<file path="config.mk">
export PLATFORM = sky130hd
export DESIGN_NAME = key_debounce_flat
export DESIGN_NICKNAME = d
export VERILOG_FILES = /design/src/rtl/key_debounce_if.sv /design/src/rtl/key_debounce.sv /design/src/flat_wrapper.sv
export SDC_FILE = /design/constraint.sdc
export NUM_CORES = 1
export LEC_CHECK = 0
export ABC_CLOCK_PERIOD_IN_PS = 4600
export BUFFER_PORTS_ARGS = -buffer_cell sky130_fd_sc_hd__buf_2
export CAP_MARGIN = 20
export CORE_MARGIN = 3
export CORE_UTILIZATION = 50
export CTS_BUF_LIST = sky130_fd_sc_hd__clkbuf_4 sky130_fd_sc_hd__clkbuf_8
export CTS_CLUSTER_SIZE = 14
export DETAILED_ROUTE_END_ITERATION = 10
export PLACE_DENSITY = 0.66
export SYNTH_ARGS = -nofsm -noshare
export SYNTH_HDL_FRONTEND = slang
export SYNTH_SLANG_ARGS = --single-unit
</file>
<file path="constraint.sdc">
create_clock -name clk_i -period 4.6 [get_ports clk_i]
set_input_delay 0.92 -clock clk_i [delete_from_list [all_inputs] [get_ports clk_i]]
set_output_delay 0.92 -clock clk_i [all_outputs]
set_load 0.02 [all_outputs]
</file>
<file path="src/rtl/key_debounce_if.sv">
// Key-side bundle for key_debounce: raw active-low keys in, conditioned levels and pulses out.
interface key_debounce_if #(
   parameter int unsigned NUM_KEYS = 2
);
   logic [NUM_KEYS-1:0] key;
   logic [NUM_KEYS-1:0] key_down;
   logic [NUM_KEYS-1:0] press_p;
   logic [NUM_KEYS-1:0] release_p;
   logic [NUM_KEYS-1:0] long_p;

   modport master (
      output key,
      input  key_down,
      input  press_p,
      input  release_p,
      input  long_p
   );

   modport slave (
      input  key,
      output key_down,
      output press_p,
      output release_p,
      output long_p
   );
endinterface

</file>
<file path="src/rtl/key_debounce.sv">
// Push-button conditioner: 2-FF synchroniser, per-key debounce FSM, registered level and
// single-cycle press / release / long-press pulses.
module key_debounce #(
   parameter int unsigned NUM_KEYS        = 2,
   parameter int unsigned DEBOUNCE_CYCLES = 1000000,
   parameter int unsigned LONG_CYCLES     = 50000000
) (
   input logic           clk_i,
   input logic           rst_i,
   key_debounce_if.slave bus_io
);

   localparam int unsigned DebW  = $clog2(DEBOUNCE_CYCLES);
   localparam int unsigned HoldW = $clog2(LONG_CYCLES);

   localparam logic [DebW-1:0]  DebLast  = DebW'(DEBOUNCE_CYCLES - 1);
   localparam logic [HoldW-1:0] HoldLast = HoldW'(LONG_CYCLES - 1);

   localparam logic [1:0] StIdle        = 2'd0;
   localparam logic [1:0] StPressWait   = 2'd1;
   localparam logic [1:0] StHeld        = 2'd2;
   localparam logic [1:0] StReleaseWait = 2'd3;

   logic [NUM_KEYS-1:0] down_w;
   logic [NUM_KEYS-1:0] press_w;
   logic [NUM_KEYS-1:0] release_w;
   logic [NUM_KEYS-1:0] long_w;

   for (genvar k = 0; k < NUM_KEYS; k++) begin : g_key
      logic [1:0]       sync_q;
      logic             key_s;
      logic [1:0]       state_q, state_d;
      logic [DebW-1:0]  deb_cnt_q, deb_cnt_d;
      logic [HoldW-1:0] hold_cnt_q, hold_cnt_d;
      logic             long_done_q, long_done_d;
      logic             down_q, down_d;
      logic             press_q, press_d;
      logic             release_q, release_d;
      logic             long_q, long_d;

      // Synchroniser resets to the released level so a held key is seen as a fresh press.
      always_ff @(posedge clk_i) begin
         if (rst_i) begin
            sync_q <= 2'b11;
         end else begin
            sync_q <= {sync_q[0], bus_io.key[k]};
         end
      end

      assign key_s = ~sync_q[1];

      always_comb begin
         state_d     = state_q;
         deb_cnt_d   = deb_cnt_q;
         hold_cnt_d  = hold_cnt_q;
         long_done_d = long_done_q;
         down_d      = down_q;
         press_d     = 1'b0;
         release_d   = 1'b0;
         long_d      = 1'b0;
         case (state_q)
            StIdle: begin
               if (key_s) begin
                  state_d   = StPressWait;
                  deb_cnt_d = '0;
               end
            end
            StPressWait: begin
               if (!key_s) begin
                  state_d = StIdle;
               end else if (deb_cnt_q == DebLast) begin
                  state_d     = StHeld;
                  press_d     = 1'b1;
                  down_d      = 1'b1;
                  hold_cnt_d  = '0;
                  long_done_d = 1'b0;
               end else begin
                  deb_cnt_d = deb_cnt_q + DebW'(1);
               end
            end
            StHeld: begin
               if (!key_s) begin
                  state_d   = StReleaseWait;
                  deb_cnt_d = '0;
               end else if (hold_cnt_q == HoldLast) begin
                  // Saturated: fire once per hold only.
                  if (!long_done_q) begin
                     long_d      = 1'b1;
                     long_done_d = 1'b1;
                  end
               end else begin
                  hold_cnt_d = hold_cnt_q + HoldW'(1);
               end
            end
            StReleaseWait: begin
               if (key_s) begin
                  state_d = StHeld;
               end else if (deb_cnt_q == DebLast) begin
                  state_d   = StIdle;
                  release_d = 1'b1;
                  down_d    = 1'b0;
               end else begin
                  deb_cnt_d = deb_cnt_q + DebW'(1);
               end
            end
            default: state_d = StIdle;
         endcase
      end

      always_ff @(posedge clk_i) begin
         if (rst_i) begin
            state_q     <= StIdle;
            deb_cnt_q   <= '0;
            hold_cnt_q  <= '0;
            long_done_q <= 1'b0;
            down_q      <= 1'b0;
            press_q     <= 1'b0;
            release_q   <= 1'b0;
            long_q      <= 1'b0;
         end else begin
            state_q     <= state_d;
            deb_cnt_q   <= deb_cnt_d;
            hold_cnt_q  <= hold_cnt_d;
            long_done_q <= long_done_d;
            down_q      <= down_d;
            press_q     <= press_d;
            release_q   <= release_d;
            long_q      <= long_d;
         end
      end

      assign down_w[k]    = down_q;
      assign press_w[k]   = press_q;
      assign release_w[k] = release_q;
      assign long_w[k]    = long_q;
   end

   assign bus_io.key_down  = down_w;
   assign bus_io.press_p   = press_w;
   assign bus_io.release_p = release_w;
   assign bus_io.long_p    = long_w;

endmodule

</file>
<file path="src/flat_wrapper.sv">
// flat-port wrapper written by rule: the top's interface ports become plain ports
module key_debounce_flat 
#(
   parameter int unsigned NUM_KEYS        = 2,
   parameter int unsigned DEBOUNCE_CYCLES = 1000000,
   parameter int unsigned LONG_CYCLES     = 50000000
)
  (clk_i, rst_i, bus_io_key, bus_io_key_down, bus_io_press_p, bus_io_release_p, bus_io_long_p);
  key_debounce_if #(.NUM_KEYS(NUM_KEYS)) bus_io_i ();
  input logic clk_i;
  input logic rst_i;
  input wire logic [$bits(bus_io_i.key)-1:0] bus_io_key;
  output wire logic [$bits(bus_io_i.key_down)-1:0] bus_io_key_down;
  output wire logic [$bits(bus_io_i.press_p)-1:0] bus_io_press_p;
  output wire logic [$bits(bus_io_i.release_p)-1:0] bus_io_release_p;
  output wire logic [$bits(bus_io_i.long_p)-1:0] bus_io_long_p;
  assign bus_io_i.key = bus_io_key;
  assign bus_io_key_down = bus_io_i.key_down;
  assign bus_io_press_p = bus_io_i.press_p;
  assign bus_io_release_p = bus_io_i.release_p;
  assign bus_io_long_p = bus_io_i.long_p;
  key_debounce #(.NUM_KEYS(NUM_KEYS), .DEBOUNCE_CYCLES(DEBOUNCE_CYCLES), .LONG_CYCLES(LONG_CYCLES)) u_core (.clk_i(clk_i), .rst_i(rst_i), .bus_io(bus_io_i));
endmodule
</file>
### Word-level counts from Yosys, hierarchy flattened

Cells that the tools add are included.

* bits in registers: 110
* output and inout bits: 8
* logic and storage cells: 144

* add/sub/neg operators: 4
* equal/unequal tests: 32
* mux-type cells: 58
* bitwise logic cells: 10
* reduce and logical (&&, ||, !) cells: 22

Operators with widths (count)
* 26-bit two-way mux: 8
* 20-bit two-way mux: 10
* 20-bit one-hot mux with 4 select lines: 2
* 26-bit one-hot mux with 2 select lines: 2
* 26-bit by 1-bit adder with 26-bit output (second input constant): 2
* 26-bit equality test (second input constant): 2
* 20-bit by 1-bit adder with 20-bit output (second input constant): 2
* 20-bit equality test (second input constant): 2
* 5-bit AND reduction: 6
* 2-bit two-way mux: 12
* 2-bit by 1-bit inequality test with 1-bit output (second input constant): 10
* 1-bit two-way mux: 18
* 2-bit inequality test (second input constant): 8
* 2-bit one-hot mux with 4 select lines: 2
* 4-bit AND reduction: 4
* 3-bit OR reduction: 4
* 1-bit inverter: 10
* 2-bit equality test (second input constant): 4
* 1-bit one-hot mux with 2 select lines: 4
* 2-bit nonzero test: 4
* 4-bit OR reduction: 2
* 3-bit by 1-bit inequality test with 1-bit output (second input constant): 2
* 3-bit inequality test (second input constant): 2
* 2-bit by 1-bit equality test with 1-bit output (second input constant): 2
* 2-bit logical NOT: 2

### Logic depth before layout (Yosys ltp)

Gate-level depths: netlist of the first run.

* word-level depth: 4
* gate-level depth with buffers: 9

### Worst setup path before layout of the first run

No wires, ideal clock.

* path type: input-to-reg
* start point: input rst_i
* end point: register u_core.g_key[0].hold_cnt_q[15]
* setup time: 0.079 ns
* data arrival time: 2.219 ns
* path slack: 2.302 ns
* cell stages on the path: 6
* path buffers: 1
* path through: clkbuf_1 > or3b_2 > nor2_1 > o21ai_1 > or3_1 > o211ai_1

RTL lines
* from (decl): RTL line flat_wrapper.sv:11 `input logic rst_i;`
* to (signal assigned): RTL line key_debounce.sv:123 `hold_cnt_q <= hold_cnt_d;`
* to (decl): RTL line key_debounce.sv:34 `logic [HoldW-1:0] hold_cnt_q, hold_cnt_d;`

### Worst setup path after layout of the first run

* start point: register u_core.g_key[0].deb_cnt_q[0]
* end point: register u_core.g_key[0].deb_cnt_q[9]

* longest elaborated chain between the ends: 4
* elaborated cells on any way between the ends: 6
* those cells by class: 1 x add/sub; 1 x eq/ne; 4 x mux

Ends and longest elaborated chain
* from (decl): RTL line key_debounce.sv:33 `logic [DebW-1:0] deb_cnt_q, deb_cnt_d;`
* from (signal assigned): RTL line key_debounce.sv:122 `deb_cnt_q <= deb_cnt_d;`
* 20-bit by 1-bit adder with 20-bit output or 20-bit equality test (tied branches)
* 20-bit two-way mux (*): RTL line key_debounce.sv:71, key_debounce.sv:98
* 20-bit two-way mux (on tied branches): RTL line key_debounce.sv:96, key_debounce.sv:69
* 20-bit one-hot mux with 4 select lines (*): RTL line key_debounce.sv:61 `case (state_q)`

Every way passes the cells marked *; elsewhere a longest branch is shown, timed or not. The select of a mux whose other input is x is not followed.
A chain may end at the register's enable or synchronous reset.

==> flow_summary.json, run 1 <==
{
  "wire_per_inst_um": 16.29,
  "worst-r2r-setup-slack_ps": 1730,
  "crit_required_ps": 4920,
  "io_pins": 12,
  "hold_violations": 0,
  "slew_headroom_pct": 33.77,
  "setup-tns-final_ps": 0,
  "crit_path_end_kind": "flop",
  "overflow": 0,
  "ir_worst_vdd_v": 0.0002637,
  "die_y_um": 114.6,
  "drv_slew": 0,
  "die_w_um": 114.6,
  "synth_ff_type": "dfxtp_1",
  "cts_root_buf": "clkbuf_8",
  "cp-start-kind": "flop",
  "synth_xor_xnor_area_share_pct": 3.119,
  "drv_cap": 0,
  "yosys_register_bits": 110,
  "syn_area_per_cell_um2": 8.156,
  "p_leak_nw": 1.765,
  "synth_nets": 731,
  "drtPass1Iterations": 5,
  "fp.dieArea_um2": 13130,
  "post-route-drc-count": 0,
  "numCtsBuffers": 9,
  "clock_latency_ps": 400,
  "drive_above_1_share_pct": 7.989,
  "r2r_end": "u_core.g_key[0].deb_cnt_q[9]",
  "synth_top_area_cell": "dfxtp_1",
  "synth-edff-count": 0,
  "yosys-top-cells-count": "dfxtp_1 (110), a21oi_1 (61), nand2_1 (56)",
  "hp-class": "reg2reg",
  "postPlaceCellArea_um2": 5919,
  "start_util_pct": 51.42,
  "grt_max_degree": 43,
  "routed_wl_um": 13750,
  "rows": 39,
  "holdCritStartpoint": "u_core.g_key[1].sync_q[0]",
  "antenna_cells": 0,
  "fin_crit_sh_pct": 62.29,
  "muxShareOfSynthArea_pct": 0.8699,
  "synth_cell_types": 63,
  "timing.fmax_mhz": 349.0,
  "grt_pass1_wl_um": 23620,
  "status": "finished clean",
  "whs_ps": 408.9,
  "cts_tree": "done",
  "finalWorstPathRequiredPeriod_ps": 2866,
  "fin_skew_ps": 21.07,
  "grt_busiest_layer": "met2",
  "final_nets": 704,
  "ant_nets": 0,
  "seq_area_frac_synth_pct": 37.34,
  "clock_sinks": 110,
  "p_per_area_nw_per_um2": 263.1,
  "antenna_found_initial": 0,
  "ys_warn_count": 0,
  "use_met1_pct": 30.53,
  "crit_arrival_ps": 3190,
  "cts_max_level": 3,
  "fill_cells": 1063,
  "syn_to_final_growth_pct": 3.756,
  "post_cts_buffers": 0,
  "cp_max_fo": 16,
  "rsz0062_at_grt": "false",
  "hold_path_depth": 1,
  "synth_most_common_cell": "dfxtp_1",
  "tightest_slew_ps": 983.1,
  "ctsResizeCount": 0,
  "path_class": "reg2reg",
  "final_cell_area_um2": 6118,
  "yosys.area_share.simple_pct": 32.76,
  "clk_pin_slew_ps": 120,
  "synth_top_family_by_area": "simple AND/OR/NAND/NOR gates",
  "ctsHoldBuffers": 0,
  "grt_pass1_vias": 4966,
  "grt_use_met2_pct": 33.29,
  "rr_worst_depth": 6,
  "postSynthCellCount": 723,
  "synth-async-reset-ratio_pct": 0,
  "core_um2": 11470,
  "detail_route.iter0.violations": 329,
  "grt_use_met3_pct": 5.655,
  "dpl.hpwl_um": 9378,
  "port-buffer-count": 11,
  "setup-violations-final": 0,
  "gp_congestion": 0.8993,
  "via_count": 5446,
  "clockBufferDepth": 2,
  "whs_endpoint": "u_core.g_key[1].sync_q[1]",
  "synth.top_cells.by_area": "dfxtp_1 (37%), a21oi_1 (5.2%), o31ai_1 (3.7%)",
  "grt_use_total_pct": 21.76,
  "synth-compound-area-share_pct": 19.88,
  "viasPerCell": 6.453,
  "synth_top_area_share_pct": 37.34,
  "synthAdderAreaFrac_pct": 0.8487,
  "r2r_start": "u_core.g_key[0].deb_cnt_q[0]",
  "syn_area_um2": 5897
}
[routing by layer]
metal,vias up,part of all wire (%)
li1,2690,-
met2,137,45
met1,2602,48
met5,-,0
met4,0,1.1
met3,17,5.6
[power breakdown]
part	internal, mW	total (mW)	switching (mW)
registers	0.956	0.963	0.00678
clock network	0.248	0.600	0.352
logic	0.0110	0.0475	0.0365
[flip-flops by register name, summed over array words and instances (netlist names), named ones only]
register / cells
u_core.g_key.long_done_q: 2
u_core.g_key.state_q: 2
u_core.g_key.hold_cnt_q: 52
u_core.g_key.sync_q: 4
u_core.g_key.down_q: 2
u_core.g_key.press_q: 2
u_core.g_key.long_q: 2
u_core.g_key.release_q: 2
u_core.g_key.deb_cnt_q: 40
[cell type report]
cell class | instances | area [um^2] | share of cell area [%]
inverters | 14 | 52.55 | 0.8589
well taps | 143 | 178.9 | 2.924
repair buffers | 16 | 96.34 | 1.575
flip-flops and latches | 110 | 2202 | 35.99
clock buffers | 12 | 165.2 | 2.699
clock inverters | 4 | 33.78 | 0.5521
multi-input cells | 545 | 3390 | 55.40
[logic make-up (layout without fill, tap and decap cells)]
logic type	after synthesis	count (layout)
xor gates and xnor gates	21	21
adders and majority gates	4	4
AOI/OAI and AO/OA	179	179
muxes	5	5
DFF	110	110
and+or+nand+nor	336	336
buffers and inverters	68	46
[cells in the final DEF (no fill, tap or decap), drive strengths merged, types with 4 or more instances in the layout]
cell type,Yosys,layout
nor4b,6,6
o2111ai,4,4
or4,30,30
xnor2,15,15
nand4b,5,5
o21ai,25,25
inv,14,17
a31o,5,5
nand4,25,25
xor2,6,6
o31a,4,4
and2,6,6
clkbuf,36,12
mux2i,4,4
nor2b,4,4
a211oi,7,7
and3,9,9
or3,16,16
nor4,19,19
dfxtp,110,110
o311ai,7,7
nor2,52,52
nand2,56,56
nand2b,9,9
o211ai,8,8
a21oi,61,61
buf,18,16
ha,4,4
a31oi,8,8
or2,7,7
nor3,20,20
and4,15,15
nand3,41,41
or4b,4,4
o21a,4,4
o31ai,29,29
[critical path, stage by stage, from the launching register on]
cell	delay, ps
dfxtp_1	410
ha_1	190
nand3_1	410
or4_1	820
o21ai_2	580
o21ai_0	210
a21oi_1	170
[metrics by stage]
stage	power (mW)	utilization, %	instances	worst slack [ps]
floorplan	1.018	-	723	2302
global placement	1.029	51.52	827	1566
detailed placement	1.032	51.62	828	1595
CTS	1.627	53.36	844	1735
global route	1.664	53.36	844	1486
finish	1.610	53.36	844	1734
[worst max-delay path by stage]
stage / from / to / slack, ps / cells past startpoint
floorplan: rst_i / u_core.g_key[0].hold_cnt_q[15] / 2300 / 6
global placement: rst_i / u_core.g_key[0].deb_cnt_q[7] / 1570 / 5
detailed placement: rst_i / u_core.g_key[0].deb_cnt_q[3] / 1600 / 6
CTS: u_core.g_key[0].deb_cnt_q[0] / u_core.g_key[0].deb_cnt_q[9] / 1730 / 6
global route: u_core.g_key[0].deb_cnt_q[0] / u_core.g_key[0].deb_cnt_q[5] / 1490 / 6
finish: u_core.g_key[0].deb_cnt_q[0] / u_core.g_key[0].deb_cnt_q[9] / 1730 / 6
(Power assumes the default switching activity.)
==> run 2: changes to the inputs <==
--- a/config.mk
+++ b/config.mk
@@ -5,7 +5,7 @@
 export SDC_FILE = /design/constraint.sdc
 export NUM_CORES = 1
 export LEC_CHECK = 0
-export ABC_CLOCK_PERIOD_IN_PS = 4600
+export ABC_CLOCK_PERIOD_IN_PS = 2990
 export BUFFER_PORTS_ARGS = -buffer_cell sky130_fd_sc_hd__buf_2
 export CAP_MARGIN = 20
 export CORE_MARGIN = 3
==> constraint.sdc (replaced) <==
create_clock -name clk_i -period 2.99 [get_ports clk_i]
set_input_delay 0.598 -clock clk_i [delete_from_list [all_inputs] [get_ports clk_i]]
set_output_delay 0.598 -clock clk_i [all_outputs]
set_load 0.02 [all_outputs]
==> flow_summary.json, run 2 (synthesis results as in run 1) <==
{
  "status": "finished clean",
  "finalWorstPathRequiredPeriod_ps": 2657,
  "p_sw_share_pct": 23.76,
  "final_cell_area_um2": 6185,
  "p_per_area_nw_per_um2": 405.6,
  "viasPerCell": 6.375,
  "die_y_um": 114.6,
  "fin_crit_sh_pct": 88.86,
  "dp.cells": 837,
  "crit_required_ps": 3330,
  "grt_pass1_vias": 4924,
  "slew_headroom_pct": 47.07,
  "layoutNonFillerInstCount": 853,
  "top_register": "u_core.g_key.hold_cnt_q",
  "ant_nets": 0,
  "clockBufferDepth": 2,
  "fin_ws_ps": 333.0,
  "grt_max_degree": 21,
  "tightest_slew_ps": 791.5,
  "drv_cap": 0,
  "ctsResizeCount": 0,
  "crit_path_end_kind": "flop",
  "cts_root_buf": "clkbuf_8",
  "grt_pass1_wl_um": 23470,
  "rows": 39,
  "ir_worst_vdd_v": 0.0004688,
  "drtPass1Iterations": 5,
  "path_class": "reg2reg",
  "setup-violations-final": 0,
  "clock_power_share_pct": 37.9,
  "post-route-drc-count": 0,
  "hold_violations": 0,
  "core_um2": 11470,
  "netSwitchingPower_uw": 595.9,
  "dpl.hpwl_um": 9504,
  "p_int_mw": 1.912,
  "hold_path_depth": 2,
  "ctsHoldBuffers": 0,
  "cts_max_level": 3,
  "hp-class": "in2reg",
  "numCtsBuffers": 9,
  "antenna_found_initial": 0,
  "postPlaceCellArea_um2": 5983,
  "clock_sinks": 110,
  "p_leak_nw": 1.806,
  "via_count": 5438,
  "crit_arrival_ps": 2990,
  "drive_above_1_share_pct": 9.155,
  "start_util_pct": 51.42,
  "final_cell_mix": "dfxtp_1 (110), a21oi_1 (61), nand2_1 (56), nor2_1 (52), nand3_1 (41)",
  "cp_max_fo": 19,
  "grt_use_total_pct": 21.67,
  "syn_to_final_growth_pct": 4.880,
  "io_pins": 12,
  "die_w_um": 114.6,
  "rsz0062_at_grt": "false",
  "cp-start-kind": "flop",
  "final_nets": 713,
  "largest_reg_flops": 52,
  "pwr-share-comb_pct": 3.2,
  "antenna_cells": 0,
  "clk_pin_slew_ps": 100,
  "overflow": 0,
  "reg_top3": "u_core.g_key.hold_cnt_q (52), u_core.g_key.deb_cnt_q (40), u_core.g_key.sync_q (4)",
  "timing.fmax_mhz": 376.4,
  "pre_cts_ws_ps": 371.6,
  "post_cts_buffers": 0,
  "cts_tree": "done",
  "clock_latency_ps": 400,
  "fin_skew_ps": 11.31,
  "pwr-share-seq_pct": 58.9,
  "routed_wl_um": 13850,
  "gp_congestion": 0.8782,
  "setup-tns-final_ps": 0,
  "final_common_cell": "dfxtp_1",
  "fp.dieArea_um2": 13130,
  "rr_worst_depth": 6,
  "port-buffer-count": 11,
  "wire_per_inst_um": 16.24,
  "detail_route.iter0.violations": 318,
  "drv_slew": 0
}
run 2: final timing paths:
| check | startpoint | slack (ps) | to |
|---|---|---|---|
| max | u_core.g_key[0].deb_cnt_q[6] | 330 | u_core.g_key[0].hold_cnt_q[8] |
| min | bus_io_key[0] | 380 | u_core.g_key[0].sync_q[0] |
| max reg2reg | u_core.g_key[0].deb_cnt_q[6] | 330 | u_core.g_key[0].hold_cnt_q[8] |
| min reg2reg | u_core.g_key[0].sync_q[0] | 410 | u_core.g_key[0].sync_q[1] |
run 2: per-stage QoR:
stage,hold WS (ps),util (%),power [mW]
after floorplan,389.5,-,1.566
after global placement,403.3,52.18,1.591
after detailed placement,394.9,52.18,1.592
after CTS,356.8,53.93,2.540
after global routing,353.2,53.93,2.614
final,378.1,53.93,2.508
run 2: critical path, stage by stage, from the launching register on:
cell,delay (ps)
dfxtp_1,360
or4_4,570
nor4_4,350
a31oi_2,390
buf_4,310
or4_1,470
a21oi_1,140
run 2: layout make-up:
type	count	area, um^2
inverters	14	52.55
multi-input cells	545	3390
repair buffers	25	160.2
fillers	1085	5283
flip-flops and latches	110	2202
clock buffers	12	146.4
clock inverters	4	55.05
well taps	143	178.9
run 2: metal layers:
layer	up-vias	part of all wire, %	global-route usage, %
met4	0	1.1	5.780
met1	2571	48	30.24
met3	16	6.0	5.814
li1	2702	-	-
met2	149	45	33.10
met5	-	0	0
run 2: power groups by stage:
stage / combinational [mW] / sequential, mW / clock [mW]
final: 0.0798 / 1.48 / 0.950
after global routing: 0.0880 / 1.48 / 1.05
after CTS: 0.0798 / 1.48 / 0.981
after detailed placement: 0.0798 / 1.51 / 0
after global placement: 0.0788 / 1.51 / 0
after floorplan: 0.0585 / 1.51 / 0
